$ cat src/rtl/calc_kbd_pkg.sv
// Shared types and constants for the calculator keyboard front end.
// Holds the PS/2 frame FSM states, the Set-2 scan codes and ASCII controls.
package calc_kbd_pkg;

    typedef enum logic [1:0] {
        FR_IDLE,
        FR_DATA,
        FR_PARITY,
        FR_STOP
    } frame_state_t;

    localparam logic [7:0] SC_EXT    = 8'hE0;
    localparam logic [7:0] SC_BREAK  = 8'hF0;
    localparam logic [7:0] SC_LSHIFT = 8'h12;
    localparam logic [7:0] SC_RSHIFT = 8'h59;
    localparam logic [7:0] SC_ENTER  = 8'h5A;
    localparam logic [7:0] SC_BKSP   = 8'h66;
    localparam logic [7:0] SC_ESC    = 8'h76;

    localparam logic [7:0] ASCII_BS  = 8'd8;
    localparam logic [7:0] ASCII_LF  = 8'd10;
    localparam logic [7:0] ASCII_ESC = 8'd27;

    typedef struct packed {
        logic       valid;
        logic [7:0] ascii;
    } key_map_t;

    // PS/2 uses odd parity over the data byte plus the parity bit.
    function automatic logic odd_parity_ok(input logic [7:0] data, input logic par);
        return ^{data, par};
    endfunction

endpackage

$ cat src/rtl/ps2_rx_frame.sv
// PS/2 device-to-host receiver: synchronizers, clock glitch filter,
// 11-bit frame FSM and inactivity watchdog.
module ps2_rx_frame
    import calc_kbd_pkg::*;
#(
    parameter int FILTER_LEN     = 8,
    parameter int TIMEOUT_CYCLES = 50000
) (
    input  logic       i_clk,
    input  logic       i_reset,
    input  logic       i_ps2_clk,
    input  logic       i_ps2_data,
    output logic [7:0] o_byte,
    output logic       o_byte_valid,
    output logic       o_frame_error
);

    localparam int FW = $clog2(FILTER_LEN + 1);
    localparam int WW = $clog2(TIMEOUT_CYCLES + 1);

    logic          r_clk_s1, r_clk_s2;
    logic          r_dat_s1, r_dat_s2;
    logic          r_filt;
    logic [FW-1:0] r_fcnt;
    logic          w_strobe;

    frame_state_t  r_state;
    logic [2:0]    r_bitcnt;
    logic [7:0]    r_sreg;
    logic          r_par;
    logic [WW-1:0] r_wdog;
    logic [7:0]    r_byte;
    logic          r_valid;
    logic          r_err;

    always_ff @(posedge i_clk) begin
        if (i_reset) begin
            r_clk_s1 <= 1'b1;
            r_clk_s2 <= 1'b1;
            r_dat_s1 <= 1'b1;
            r_dat_s2 <= 1'b1;
            r_filt   <= 1'b1;
            r_fcnt   <= '0;
        end else begin
            r_clk_s1 <= i_ps2_clk;
            r_clk_s2 <= r_clk_s1;
            r_dat_s1 <= i_ps2_data;
            r_dat_s2 <= r_dat_s1;
            if (r_clk_s2 != r_filt) begin
                if (r_fcnt == FW'(FILTER_LEN - 1)) begin
                    r_filt <= r_clk_s2;
                    r_fcnt <= '0;
                end else begin
                    r_fcnt <= r_fcnt + 1'b1;
                end
            end else begin
                r_fcnt <= '0;
            end
        end
    end

    // High in the cycle whose clock edge flips the filtered clock 1->0.
    assign w_strobe = r_filt && !r_clk_s2 && (r_fcnt == FW'(FILTER_LEN - 1));

    always_ff @(posedge i_clk) begin
        if (i_reset) begin
            r_state  <= FR_IDLE;
            r_bitcnt <= '0;
            r_sreg   <= '0;
            r_par    <= 1'b0;
            r_wdog   <= '0;
            r_byte   <= '0;
            r_valid  <= 1'b0;
            r_err    <= 1'b0;
        end else begin
            r_valid <= 1'b0;
            r_err   <= 1'b0;
            if (w_strobe) begin
                // Watchdog counts from the strobe cycle itself, so expiry lands
                // exactly TIMEOUT_CYCLES cycles after the last strobe.
                r_wdog <= WW'(1);
                case (r_state)
                    FR_IDLE: begin
                        if (!r_dat_s2) begin
                            r_state  <= FR_DATA;
                            r_bitcnt <= '0;
                        end else begin
                            r_wdog <= '0;
                        end
                    end
                    FR_DATA: begin
                        r_sreg   <= {r_dat_s2, r_sreg[7:1]};
                        r_bitcnt <= r_bitcnt + 1'b1;
                        if (r_bitcnt == 3'd7) begin
                            r_state <= FR_PARITY;
                        end
                    end
                    FR_PARITY: begin
                        r_par   <= r_dat_s2;
                        r_state <= FR_STOP;
                    end
                    FR_STOP: begin
                        r_state <= FR_IDLE;
                        r_wdog  <= '0;
                        if (r_dat_s2 && odd_parity_ok(r_sreg, r_par)) begin
                            r_byte  <= r_sreg;
                            r_valid <= 1'b1;
                        end else begin
                            r_err <= 1'b1;
                        end
                    end
                    default: r_state <= FR_IDLE;
                endcase
            end else if (r_state != FR_IDLE) begin
                if (r_wdog == WW'(TIMEOUT_CYCLES - 1)) begin
                    r_state <= FR_IDLE;
                    r_wdog  <= '0;
                    r_err   <= 1'b1;
                end else begin
                    r_wdog <= r_wdog + 1'b1;
                end
            end
        end
    end

    assign o_byte        = r_byte;
    assign o_byte_valid  = r_valid;
    assign o_frame_error = r_err;

endmodule

$ cat src/rtl/ps2_key_decoder.sv
// Calculator keyboard front end: PS/2 receiver plus Set-2 make/break/shift
// tracking and scan-code to ASCII mapping for calculator keys.
module ps2_key_decoder
    import calc_kbd_pkg::*;
#(
    parameter int FILTER_LEN     = 8,
    parameter int TIMEOUT_CYCLES = 50000
) (
    input  logic       clk,
    input  logic       reset,
    input  logic       ps2_clk,
    input  logic       ps2_data,
    output logic [7:0] key_ascii,
    output logic       key_pressed,
    output logic [7:0] scan_code,
    output logic       frame_error
);

    logic [7:0] w_byte;
    logic       w_byte_valid;
    logic       w_frame_error;
    key_map_t   w_map;

    logic       r_ext;
    logic       r_brk;
    logic       r_shift;
    logic [7:0] r_key_ascii;
    logic       r_key_pressed;

    ps2_rx_frame #(
        .FILTER_LEN     (FILTER_LEN),
        .TIMEOUT_CYCLES (TIMEOUT_CYCLES)
    ) u_rx (
        .i_clk         (clk),
        .i_reset       (reset),
        .i_ps2_clk     (ps2_clk),
        .i_ps2_data    (ps2_data),
        .o_byte        (w_byte),
        .o_byte_valid  (w_byte_valid),
        .o_frame_error (w_frame_error)
    );

    function automatic key_map_t map_key(input logic ext, input logic shift,
                                         input logic [7:0] sc);
        key_map_t m;
        logic     digit;
        m.valid = 1'b1;
        m.ascii = 8'h00;
        digit   = 1'b0;
        if (ext) begin
            case (sc)
                8'h4A:    m.ascii = 8'h2F;
                SC_ENTER: m.ascii = ASCII_LF;
                default:  m.valid = 1'b0;
            endcase
        end else begin
            case (sc)
                8'h45: begin m.ascii = 8'h30; digit = 1'b1; end
                8'h16: begin m.ascii = 8'h31; digit = 1'b1; end
                8'h1E: begin m.ascii = 8'h32; digit = 1'b1; end
                8'h26: begin m.ascii = 8'h33; digit = 1'b1; end
                8'h25: begin m.ascii = 8'h34; digit = 1'b1; end
                8'h2E: begin m.ascii = 8'h35; digit = 1'b1; end
                8'h36: begin m.ascii = 8'h36; digit = 1'b1; end
                8'h3D: begin m.ascii = 8'h37; digit = 1'b1; end
                8'h3E: begin m.ascii = 8'h38; digit = 1'b1; end
                8'h46: begin m.ascii = 8'h39; digit = 1'b1; end
                8'h4E:    m.ascii = 8'h2D;
                8'h4A:    m.ascii = 8'h2F;
                8'h55:    m.ascii = shift ? 8'h2B : 8'h3D;
                8'h70:    m.ascii = 8'h30;
                8'h69:    m.ascii = 8'h31;
                8'h72:    m.ascii = 8'h32;
                8'h7A:    m.ascii = 8'h33;
                8'h6B:    m.ascii = 8'h34;
                8'h73:    m.ascii = 8'h35;
                8'h74:    m.ascii = 8'h36;
                8'h6C:    m.ascii = 8'h37;
                8'h75:    m.ascii = 8'h38;
                8'h7D:    m.ascii = 8'h39;
                8'h79:    m.ascii = 8'h2B;
                8'h7B:    m.ascii = 8'h2D;
                8'h7C:    m.ascii = 8'h2A;
                SC_ENTER: m.ascii = ASCII_LF;
                SC_BKSP:  m.ascii = ASCII_BS;
                SC_ESC:   m.ascii = ASCII_ESC;
                default:  m.valid = 1'b0;
            endcase
            // Shifted top-row digits only yield '*' (shift+8).
            if (digit && shift) begin
                if (sc == 8'h3E) begin
                    m.ascii = 8'h2A;
                end else begin
                    m.valid = 1'b0;
                end
            end
        end
        return m;
    endfunction

    always_comb begin
        w_map = map_key(r_ext, r_shift, w_byte);
    end

    always_ff @(posedge clk) begin
        if (reset) begin
            r_ext         <= 1'b0;
            r_brk         <= 1'b0;
            r_shift       <= 1'b0;
            r_key_ascii   <= '0;
            r_key_pressed <= 1'b0;
        end else begin
            r_key_pressed <= 1'b0;
            if (w_byte_valid) begin
                if (w_byte == SC_EXT) begin
                    r_ext <= 1'b1;
                end else if (w_byte == SC_BREAK) begin
                    r_brk <= 1'b1;
                end else begin
                    r_ext <= 1'b0;
                    r_brk <= 1'b0;
                    if (!r_ext && (w_byte == SC_LSHIFT || w_byte == SC_RSHIFT)) begin
                        r_shift <= !r_brk;
                    end else if (!r_brk && w_map.valid) begin
                        r_key_pressed <= 1'b1;
                        r_key_ascii   <= w_map.ascii;
                    end
                end
            end
        end
    end

    assign key_ascii   = r_key_ascii;
    assign key_pressed = r_key_pressed;
    assign scan_code   = w_byte;
    assign frame_error = w_frame_error;

endmodule

$ cat config.mk
export PLATFORM = sky130hd
export DESIGN_NAME = ps2_key_decoder
export DESIGN_NICKNAME = d
export VERILOG_FILES = /design/src/rtl/calc_kbd_pkg.sv /design/src/rtl/ps2_rx_frame.sv /design/src/rtl/ps2_key_decoder.sv
export SDC_FILE = /design/constraint.sdc
export NUM_CORES = 1
export LEC_CHECK = 0
export BUFFER_PORTS_ARGS = -buffer_cell sky130_fd_sc_hd__clkbuf_2
export CORE_MARGIN = 2
export CORE_UTILIZATION = 45
export CTS_BUF_LIST = sky130_fd_sc_hd__clkbuf_8
export DETAILED_ROUTE_END_ITERATION = 7
export MAX_ROUTING_LAYER = met4
export PLACE_DENSITY_LB_ADDON = 0.15
export SYNTH_ARGS = -nofsm -noshare
export SYNTH_HDL_FRONTEND = slang
export SYNTH_SLANG_ARGS = --single-unit
$ cat constraint.sdc
create_clock -name clk -period 1.9 [get_ports clk]
set_clock_uncertainty 0.05 [all_clocks]
set_input_delay 0.285 -clock clk [delete_from_list [all_inputs] [get_ports clk]]
set_output_delay 0.285 -clock clk [all_outputs]
set_load 0.005 [all_outputs]
## Word-level counts from Yosys, hierarchy flattened

Index checks and enable logic that the tools add are counted.

| cells by class | value |
|---|---|
| add/sub/neg operators | 3 |
| equal/unequal tests | 44 |
| muxes and demuxes | 34 |
| bitwise logic cells | 7 |
| reduce and logical (&&, ||, !) cells | 43 |

Operator list:

| kind | number |
|---|---|
| == test 8 x 7 -> 1 bit (second input constant) | 22 |
| one-hot mux 6 bit (18 select lines) | 1 |
| == test 8 x 6 -> 1 bit (second input constant) | 6 |
| 2-to-1 mux 16 bit | 3 |
| one-hot mux 16 bit (2 select lines) | 1 |
| OR reduction 29 bit | 1 |
| == test 8 x 5 -> 1 bit (second input constant) | 3 |
| OR reduction 2 bit | 12 |
| 2-to-1 mux 9 bit | 2 |
| adder 16 x 1 -> 16 bit (second input constant) | 1 |
| == test 16 bit (second input constant) | 1 |
| == test 8 bit (second input constant) | 2 |
| 2-to-1 mux 1 bit | 16 |
| one-hot mux 6 bit (2 select lines) | 1 |
| 2-to-1 mux 2 bit | 5 |
| AND reduction 2 bit | 5 |
| OR reduction 10 bit | 1 |
| XOR reduction 9 bit | 1 |
| 2-to-1 mux 8 bit | 1 |
| one-hot mux 2 bit (4 select lines) | 1 |
| AND reduction 4 bit | 2 |
| nonzero test 2 bit | 4 |
| inverter 1 bit | 7 |
| logical AND 1 bit | 6 |
| other kinds (19) | 26 |

| word-level totals | value |
|---|---|
| register bits after elaboration | 61 |
| input bits | 4 |
| output and inout port bits | 18 |

## Logic depth before layout (Yosys ltp)

Gate-level depths: netlist of run 1.

| depth | value |
|---|---|
| depth after elaboration | 9 |
| depth in mapped cells | 10 |

## Hierarchy

From an unflattened synthesis of run 1, not the netlist that was laid out.

| unflattened totals | value |
|---|---|
| cells, all modules | 438 |
| area, all modules | 3,683.5 µm² |

Modules (own cells, without submodules):

| module | instances | cells each | area an instance (µm²) | sequential area each (µm²) |
|---|---|---|---|---|
| ps2_rx_frame | 1 | 261 | 2,362.3 | 980.9 |
| ps2_key_decoder | 1 | 177 | 1,321.3 | 200.2 |

## Worst setup path before layout of run 1

No wires, ideal clock.

| timing path | value |
|---|---|
| path kind | register -> register |
| start | register u_rx.r_byte[1], in the netlist u_rx.o_byte[1] |
| end | register r_key_ascii[1], in the netlist key_ascii[1] |
| setup time | 134 ps |
| data arrival time | 1,774 ps |
| required time | 1,716 ps |
| slack | -58 ps |
| cell stages (with the launch flop) | 9 |
| path buffers | 1 |
| period minus slack after synthesis | 1,958 ps |
| cells stage by stage | dfxtp_1 -> buf_4 -> and4b_1 -> nand2_1 -> a2bb2o_4 -> nand2b_1 -> a31oi_2 -> a21o_1 -> a311oi_2 |

| between the ends | value |
|---|---|
| longest elaborated chain between the ends | 9 |
| elaborated cells between the ends (all ways) | 65 |
| those cells by class | 33 x eq/ne; 10 x mux; 3 x bitwise; 19 x reduce/logical |

Ends and longest elaborated chain:

| what | RTL line | text |
|---|---|---|
| from (decl) | ps2_rx_frame.sv:32 | `logic [7:0] r_byte;` |
| from (signal assigned) | ps2_rx_frame.sv:106 | `r_byte <= r_sreg;` |
| == test 8 x 6 -> 1 bit (tied with other cells) | ps2_key_decoder.sv:57, ps2_key_decoder.sv:91 |  |
| OR reduction 10 bit (no source line) | -- |  |
| 2-to-1 mux 1 bit | ps2_key_decoder.sv:57 | `case (sc)` |
| 2-to-1 mux 1 bit | ps2_key_decoder.sv:50 | `if (ext) begin` |
| logical AND 1 bit | ps2_key_decoder.sv:90 | `if (digit && shift) begin` |
| 2-to-1 mux 9 bit | ps2_key_decoder.sv:90 |  |
| 2-to-1 mux 9 bit | ps2_key_decoder.sv:50 |  |
| logical AND 1 bit | ps2_key_decoder.sv:124 | `end else if (!r_brk && w_map.valid) begin` |
| AND reduction 5 bit (no source line) | -- |  |
| to (signal assigned) | ps2_key_decoder.sv:126 | `r_key_ascii <= w_map.ascii;` |
| to (decl) | ps2_key_decoder.sv:27 | `logic [7:0] r_key_ascii;` |

Parallel ways exist; a longest one is shown, timed or not. The select of a mux whose other input is x is not followed.
A chain may end at the register's enable or synchronous reset.

## Worst setup path in the final report of run 1

| timing path | value |
|---|---|
| start | register u_rx.r_byte[0], in the netlist u_rx.o_byte[0] |
| end | register r_key_ascii[3], in the netlist key_ascii[3] |

Same word-level chain as after synthesis.

==> results.yml, run 1 <==
outcome:
  status: "finished with violations"
  violations: "negative setup slack"
critical_path:
  worst-path-buf-inv: 1
  timing.setup.critical_path_class: "flop to flop"
  end_kind: "flop"
  timing.critical_path.max_delay_family: "compound AO/OA/AOI/OAI gates"
  max_stage_delay_ps: 350
  worst_setup_path_start_kind: "flop"
  cp_cell_sequence: "buf_12, and4b_1, o211ai_1, nand3_2, nor3_4, a41oi_4, a21o_1, o21a_1"
  r2r-end: "key_ascii[3]"
  critPathCapture: "key_ascii[3]"
  cp_data_required_time_ps: 2090
  worst-path-max-fanout: 8
  worstReg2RegStart: "u_rx.o_byte[0]"
  rr_worst_depth: 8
  crit_arrival_ps: 2360
  worstSetupPathDepth: 8
  setup.worst_path.start: "u_rx.o_byte[0]"
  r2r_setup_slack_ps: -270
  crit_slowest_cell: "sky130_fd_sc_hd__dfxtp_4"
cells_and_area:
  fillCellCount: 687
  fraction_of_final_layout_cells_with_drive_strength_greater_than_1: 0.346
  insertedDiodeCount: 0
  multi_input_comb_area_um2: 2300
  area_growth_pct: 29.7
  final_area_um2: 4660
  finalNonFillerCells: 628
  layout.core_utilization: 0.602
  sequential_cell_area_um2: 1210
  final_nets: 534
detailed_routing:
  detailedRoute.firstIterationViolations: 166
  initial_drt_pass_iterations: 5
  wl_um: 9410
  wire_per_inst_um: 15.0
  vias_per_cell: 5.51
  detail_route.drc_violations: 0
  overall_via_count_from_detail_route: 3459
  route.antenna.remaining_nets: 0
power_and_ir_drop:
  power.ir.vdd_worst_v: 0.000427
  power_density_nw_per_um2: 486
  report.power.total_mw: 2.26
  leakage_nw: 1.96
synth:
  synth-seq-cells: 59
  synth_top_area_cell: "sky130_fd_sc_hd__dfxtp_1"
  postSynthAreaPerCell_um2: 8.31
  ys_seq_area_frac: 0.329
  synth.cells.most_frequent: "sky130_fd_sc_hd__dfxtp_1 (59), sky130_fd_sc_hd__nand2_1 (46), sky130_fd_sc_hd__nor2_1 (44)"
  synthDistinctLibCells: 77
  syn_area_um2: 3590
  number_of_flops_mapped_to_enable_cells_by_yosys: 0
  synthCells: 432
  post_synth_main_area_contributors: "sky130_fd_sc_hd__dfxtp_1 (33%), sky130_fd_sc_hd__nand2_1 (4.8%), sky130_fd_sc_hd__nor2_1 (4.6%)"
  synth_largest_type_area_fraction: 0.329
  synth.most_common_cell: "sky130_fd_sc_hd__dfxtp_1"
  postSynth.topFlopCell: "sky130_fd_sc_hd__dfxtp_1"
  postSynth.asyncResetShare: 0
  ys.warnings.count: 0
cts:
  htree_levels: 3
  cts_root_buffer: "sky130_fd_sc_hd__clkbuf_8"
  clk_latency_ps: 340
  path_clk_slew_ps: 70
  clock-sinks: 59
  cts_inserted_buffers: 9
  ctsHoldBuffers: 0
  cts_buffer_depth: 2
  tritoncts: "done"
worst_hold_path:
  holdCritPathClass: "input pin to flop"
  holdPathStages: 2
timing:
  grt_setup_unrepaired: "yes"
  period_share: 1.14
  time_the_worst_path_needs_with_i_o_delays_and_setup_ps: 2170
  clock.fmax_mhz: 460
  final_hold_viol_count: 0
  fin_tns_setup_ps: -1580
  maxSlewViolCount: 0
  worst_hold_slack_ps: 86.1
  final_setup_slack_of_the_worst_path_ps: -274
  setup_viol: 7
global_routing:
  grt_pass1_vias: 3315
  largest_net_degree_at_the_start_of_global_routing: 27
  antenna_violations_before_repair: 0
  grt_overflow_total: 0
  grt_first_pass_wirelength_um: 15700
  grt_util_all_layers: 0.233
placed_design:
  dp.cells: 602
  placed_wire_length_estimate_after_detailed_placement_um: 6860
  pre_cts_ws_ps: -381
  port_buffers: 19
  gp_congestion: 0.949
  dpl-instance-area_um2: 4240
floorplanning:
  rows: 32
  dieHeight_um: 93.3
  boundary_pins: 22
  floorplan.initialDensity: 0.464
  placeableCoreArea_um2: 7730
  chipWidth_um: 93.3
  die_area_um2: 8700
flow_run:
  drv_cap: 0
power by group:
part / leakage (nW) / total, mW / internal, mW / switching (mW)
combinational: 1.37 / 0.0401 / 0.0125 / 0.0276
sequential: 0.483 / 1.23 / 1.23 / 0.00328
clock: 0.103 / 0.989 / 0.525 / 0.463
total: 1.96 / 2.26 / 1.77 / 0.494
sequential cells by signal, summed over array words and instances, names as in the netlist:
| signal | count |
|---|---|
| u_rx.r_wdog | 16 |
| u_rx.o_byte | 8 |
| u_rx.r_sreg | 8 |
| key_ascii | 6 |
| u_rx.r_fcnt | 4 |
| u_rx.r_bitcnt | 3 |
| u_rx.r_state | 2 |
| key_pressed | 1 |
| r_brk | 1 |
| r_ext | 1 |
| r_shift | 1 |
| u_rx.o_byte_valid | 1 |
| u_rx.o_frame_error | 1 |
| u_rx.r_clk_s1 | 1 |
| u_rx.r_clk_s2 | 1 |
| u_rx.r_dat_s1 | 1 |
| u_rx.r_dat_s2 | 1 |
| u_rx.r_filt | 1 |
| u_rx.r_par | 1 |
how the worst min path moves through the flow:
stage	start	to	slack, ps
floorplan	ps2_clk	u_rx.r_clk_s1	340
global placement	u_rx.r_dat_s1	u_rx.r_dat_s2	340
detailed placement	u_rx.r_dat_s1	u_rx.r_dat_s2	340
CTS	ps2_data	u_rx.r_dat_s1	70
global route	ps2_data	u_rx.r_dat_s1	70
finish	ps2_data	u_rx.r_dat_s1	90
kinds of logic (layout without fill, tap and decap cells):
| family | Yosys count | count (layout) | synth area share |
|---|---|---|---|
| AOI/OAI and AO/OA | 85 | 85 | 0.180 |
| muxes | 12 | 12 | 0.0335 |
| and+or+nand+nor | 198 | 198 | 0.302 |
| adders and majority gates | 9 | 9 | 0.0314 |
| other | 1 | 2 | 0.00105 |
| DFF | 59 | 59 | 0.329 |
| buffers and inverters | 46 | 139 | 0.0701 |
| xor gates and xnor gates | 22 | 22 | 0.0537 |
routing by layer:
metal | part of all wire | wire length [um] | vias to the layer above | global-route usage
met1 | 0.46 | 4290 | 1644 | 0.289
met3 | 0.033 | 312 | 19 | 0.0443
li1 | - | - | 1735 | -
met4 | 0.019 | 176 | 0 | 0.0882
met5 | 0 | 0 | - | -
met2 | 0.49 | 4640 | 61 | 0.375
layout by cell type, fill, tap and decap left out, types with 5 or more instances in the layout:
master	netlist	final
sky130_fd_sc_hd__nor4_1	5	5
sky130_fd_sc_hd__clkbuf_2	1	19
sky130_fd_sc_hd__nand4_1	10	10
sky130_fd_sc_hd__dfxtp_1	59	50
sky130_fd_sc_hd__nand2_1	46	43
sky130_fd_sc_hd__inv_1	14	17
sky130_fd_sc_hd__or2_2	6	6
sky130_fd_sc_hd__xnor2_1	12	7
sky130_fd_sc_hd__buf_4	7	84
sky130_fd_sc_hd__ha_1	9	9
sky130_fd_sc_hd__o21ai_0	9	8
sky130_fd_sc_hd__clkbuf_8	0	11
sky130_fd_sc_hd__xor2_1	10	10
sky130_fd_sc_hd__nand3_1	24	24
sky130_fd_sc_hd__dfxtp_4	0	7
sky130_fd_sc_hd__nor2_1	44	41
sky130_fd_sc_hd__nor2b_1	8	8
sky130_fd_sc_hd__xnor2_2	0	5
sky130_fd_sc_hd__a21oi_1	27	24
sky130_fd_sc_hd__mux2i_1	12	11
sky130_fd_sc_hd__nor3_1	11	11
worst register-to-register path, cell delays in order, from the launching register on:
cell and delay (ps):
sky130_fd_sc_hd__dfxtp_4 350, sky130_fd_sc_hd__buf_12 130, sky130_fd_sc_hd__and4b_1 220, sky130_fd_sc_hd__o211ai_1 280, sky130_fd_sc_hd__nand3_2 150, sky130_fd_sc_hd__nor3_4 210, sky130_fd_sc_hd__a41oi_4 220, sky130_fd_sc_hd__a21o_1 270
sky130_fd_sc_hd__o21a_1 200
cell type report:
cell class	instances	area share
multi-input cells	328	0.495
flip-flops and latches	59	0.260
repair buffers	108	0.169
clock buffers	11	0.0325
well taps	102	0.0274
inverters	15	0.0121
clock inverters	5	0.00457
timing repair:
| action | 4_1_cts | 5_1_grt |
|---|---|---|
| pin swaps | 12 | 12 |
| setup endpoints to repair | 7 | 36 |
| gates resized for setup | 17 | 28 |
| gates cloned | 0 | 1 |
| setup buffers | 7 | 2 |
Note: power is estimated with default switching activity, not from simulation.
==> run 2, diff against run 1 <==
- ABC_AREA: unset -> 1
==> run 2 against run 1 <==
  * The run still ends with negative setup slack left
  * Via count barely moved
  * Global-route usage fell by 1.9 points
  * Power rose by 2.2%
  * Sequential cell count did not move
  * Register-to-register slack improved by 270 ps
  * First-iteration DRC count rose by 7.2%
  * Fmax rose by 14%
  * Synthesized cell count rose by 19%
  * Clock-buffer cell count fell by 1
  * Non-clock buffer count fell by 44
  * Area after synthesis fell by 6.3%
==> results.yml, run 2 <==
floorplanning:
  die_area_um2: 8180
  chipWidth_um: 90.4
  placeableCoreArea_um2: 7250
  floorplan.initialDensity: 0.463
  rows: 31
  boundary_pins: 22
  dieHeight_um: 90.4
detailed_routing:
  overall_via_count_from_detail_route: 3461
  wl_um: 8560
  vias_per_cell: 5.04
  route.antenna.remaining_nets: 0
  wire_per_inst_um: 12.5
  initial_drt_pass_iterations: 5
  detailedRoute.firstIterationViolations: 178
  detail_route.drc_violations: 0
cts:
  cts_root_buffer: "sky130_fd_sc_hd__clkbuf_8"
  path_clk_slew_ps: 70
  clock-sinks: 59
  cts_buffer_depth: 2
  cts_inserted_buffers: 9
  tritoncts: "done"
  clk_latency_ps: 330
  htree_levels: 3
global_routing:
  largest_net_degree_at_the_start_of_global_routing: 20
  grt_overflow_total: 0
  grt_first_pass_wirelength_um: 14100
  grt_pass1_vias: 3236
  grt_util_all_layers: 0.214
  antenna_violations_before_repair: 0
power_and_ir_drop:
  p_int_mw: 1.76
  power_density_nw_per_um2: 527
  power.switching_fraction: 0.239
  power_switching_mw: 0.552
  power.ir.vdd_worst_v: 0.000399
  leakage_nw: 1.93
  sequentialPowerShare: 0.536
  share_comb_of_total_power: 0.021
  share_clk_of_total_power: 0.442
cells_and_area:
  layout.cells.most_common: "sky130_fd_sc_hd__nand2_1"
  layout.core_utilization: 0.605
  layout.cells.most_common_list: "sky130_fd_sc_hd__nand2_1 (92), sky130_fd_sc_hd__nor2_1 (67), sky130_fd_sc_hd__inv_1 (58)"
  fraction_of_final_layout_cells_with_drive_strength_greater_than_1: 0.315
  insertedDiodeCount: 0
  largest-register: "u_rx.r_wdog"
  fillCellCount: 712
  final_nets: 596
  area_growth_pct: 30.6
  flip_flop_count_of_the_largest_register_after_layout: 16
timing:
  period_share: 1.00
  final_hold_viol_count: 0
  fin_tns_setup_ps: -0.866
  grt_setup_unrepaired: "yes"
  final_setup_slack_of_the_worst_path_ps: -0.866
  setup_viol: 1
  maxSlewViolCount: 0
  clock.fmax_mhz: 526
  time_the_worst_path_needs_with_i_o_delays_and_setup_ps: 1900
synth:
  ys_seq_area_frac: 0.351
  post_synth_main_area_contributors: "sky130_fd_sc_hd__dfxtp_1 (35%), sky130_fd_sc_hd__nand2_1 (14%), sky130_fd_sc_hd__nor2_1 (9.3%)"
  synth_largest_type_area_fraction: 0.351
  postSynth.topFlopCell: "sky130_fd_sc_hd__dfxtp_1"
  synth.cells.most_frequent: "sky130_fd_sc_hd__nand2_1 (122), sky130_fd_sc_hd__nor2_1 (83), sky130_fd_sc_hd__inv_1 (61)"
  synth-seq-cells: 59
  syn_area_um2: 3360
  synthDistinctLibCells: 36
  ys.warnings.count: 0
  synthCells: 515
  synth_top_area_cell: "sky130_fd_sc_hd__dfxtp_1"
  number_of_flops_mapped_to_enable_cells_by_yosys: 0
  postSynthAreaPerCell_um2: 6.53
  synth.most_common_cell: "sky130_fd_sc_hd__nand2_1"
  postSynth.asyncResetShare: 0
worst_hold_path:
  startpoint_of_the_lowest_slack_hold_path: "ps2_clk"
  holdCritPathClass: "input pin to flop"
critical_path:
  setup.worst_path.start: "u_rx.o_byte[0]"
  end_kind: "flop"
  cp_cell_sequence: "buf_4, nand2_2, buf_6, nor2_2, nand2_1, nand2_2, nor2_4, buf_4, buf_4, nand3_1, a21oi_1, nand3_2, nand2_1, nor2_1"
  crit_slowest_cell: "sky130_fd_sc_hd__dfxtp_2"
  worstReg2RegStart: "u_rx.o_byte[0]"
  worst_setup_path_start_kind: "flop"
  timing.setup.critical_path_class: "flop to flop"
  worst-path-max-fanout: 4
  cpMostUsedCell: "sky130_fd_sc_hd__buf_4"
  max_stage_delay_ps: 330
  cp_data_required_time_ps: 2080
  crit_arrival_ps: 2080
placed_design:
  port_buffers: 19
  placed_wire_length_estimate_after_detailed_placement_um: 6030
  gp_congestion: 0.905
flow_run:
  drv_cap: 0
outcome:
  violations: "negative setup slack"
  status: "finished with violations"
[run 2: cell types whose count changed in the layout (fill, tap and decap cells not counted), sizes merged, moves of 7 or more]
cell	previous run	this run
nand2	47	131
nor2	44	93
inv	18	63
buf	89	45
o21ai	9	24
a21oi	28	42
mux2i	12	0
nor2b	8	0
nor4	7	0
xnor2	12	5
[run 2: area by class of cell]
| cell class | count | area [um^2] | share of cell area |
|---|---|---|---|
| Tap cell | 99 | 124 | 0.0282 |
| Multi-Input combinational cell | 384 | 2190 | 0.499 |
| Inverter | 65 | 244 | 0.0556 |
| Clock inverter | 6 | 41.3 | 0.00941 |
| Sequential cell | 59 | 1190 | 0.272 |
| Clock buffer | 10 | 138 | 0.0314 |
| Timing Repair Buffer | 64 | 455 | 0.104 |
[run 2: final timing paths]
kind / end / slack (ps) / cells after the start
setup / recovery: key_ascii[2] / -0.9 / 14
hold / removal: u_rx.r_clk_s1 / 90 / 2
setup reg to reg: key_ascii[2] / -0.9 / 14
hold reg to reg: u_rx.r_clk_s2 / 360 / 1
[run 2: cell families after synthesis]
family                     share of synthesized area
and+or+nand+nor                                0.374
adders and majority gates                     0.0335
DFF                                            0.351
xor gates and xnor gates                      0.0309
other                                        0.00112
buffers and inverters                         0.0875
AOI/OAI and AO/OA                              0.121
[run 2: power groups by stage]
stage | logic [mW] | clock network (mW) | registers [mW]
final | 0.0492 | 1.02 | 1.24
after CTS | 0.0493 | 1.05 | 1.24
after global placement | 0.0480 | 0 | 1.27
after global routing | 0.0561 | 1.11 | 1.24
after detailed placement | 0.0491 | 0 | 1.27
after floorplan | 0.0349 | 0 | 1.27
[run 2: per-layer routing]
layer / track usage / part of all wire / up-vias
li1: - / - / 1784
met1: 0.254 / 0.45 / 1582
met2: 0.363 / 0.50 / 76
met3: 0.0401 / 0.035 / 19
met4: 0.0782 / 0.021 / 0
met5: - / 0 / -
[run 2: what timing repair did]
action / CTS / global route
gates cloned: 1 / 1
endpoints found under the setup margin: 7 / 26
gates resized for setup: 28 / 72
hold endpoints to repair: 0 / 0
setup buffers: 2 / 9
pin swaps: 9 / 29
hold buffers: 0 / 0
[run 2: worst max-delay path, delay by kind of cell (launching register included)]
family	cells	cell delay (ps)
flip-flops	1	330
AO/OA/AOI/OAI	1	200
AND/OR/NAND/NOR	9	750
buffers and inverters	4	460
[run 2: through the flow]
step	hold WS (ps)	cells	instance area (um^2)	worst slack, ps	power (mW)
3_3_place_gp	345	658	3790	-287	1.32
6_report	89.6	687	4390	-0.866	2.31
4_1_cts	71.2	677	4090	0.634	2.34
5_1_grt	72.6	687	4390	-142	2.41
3_5_place_dp	344	658	3790	-356	1.32
2_1_floorplan	339	516	3360	229	1.31
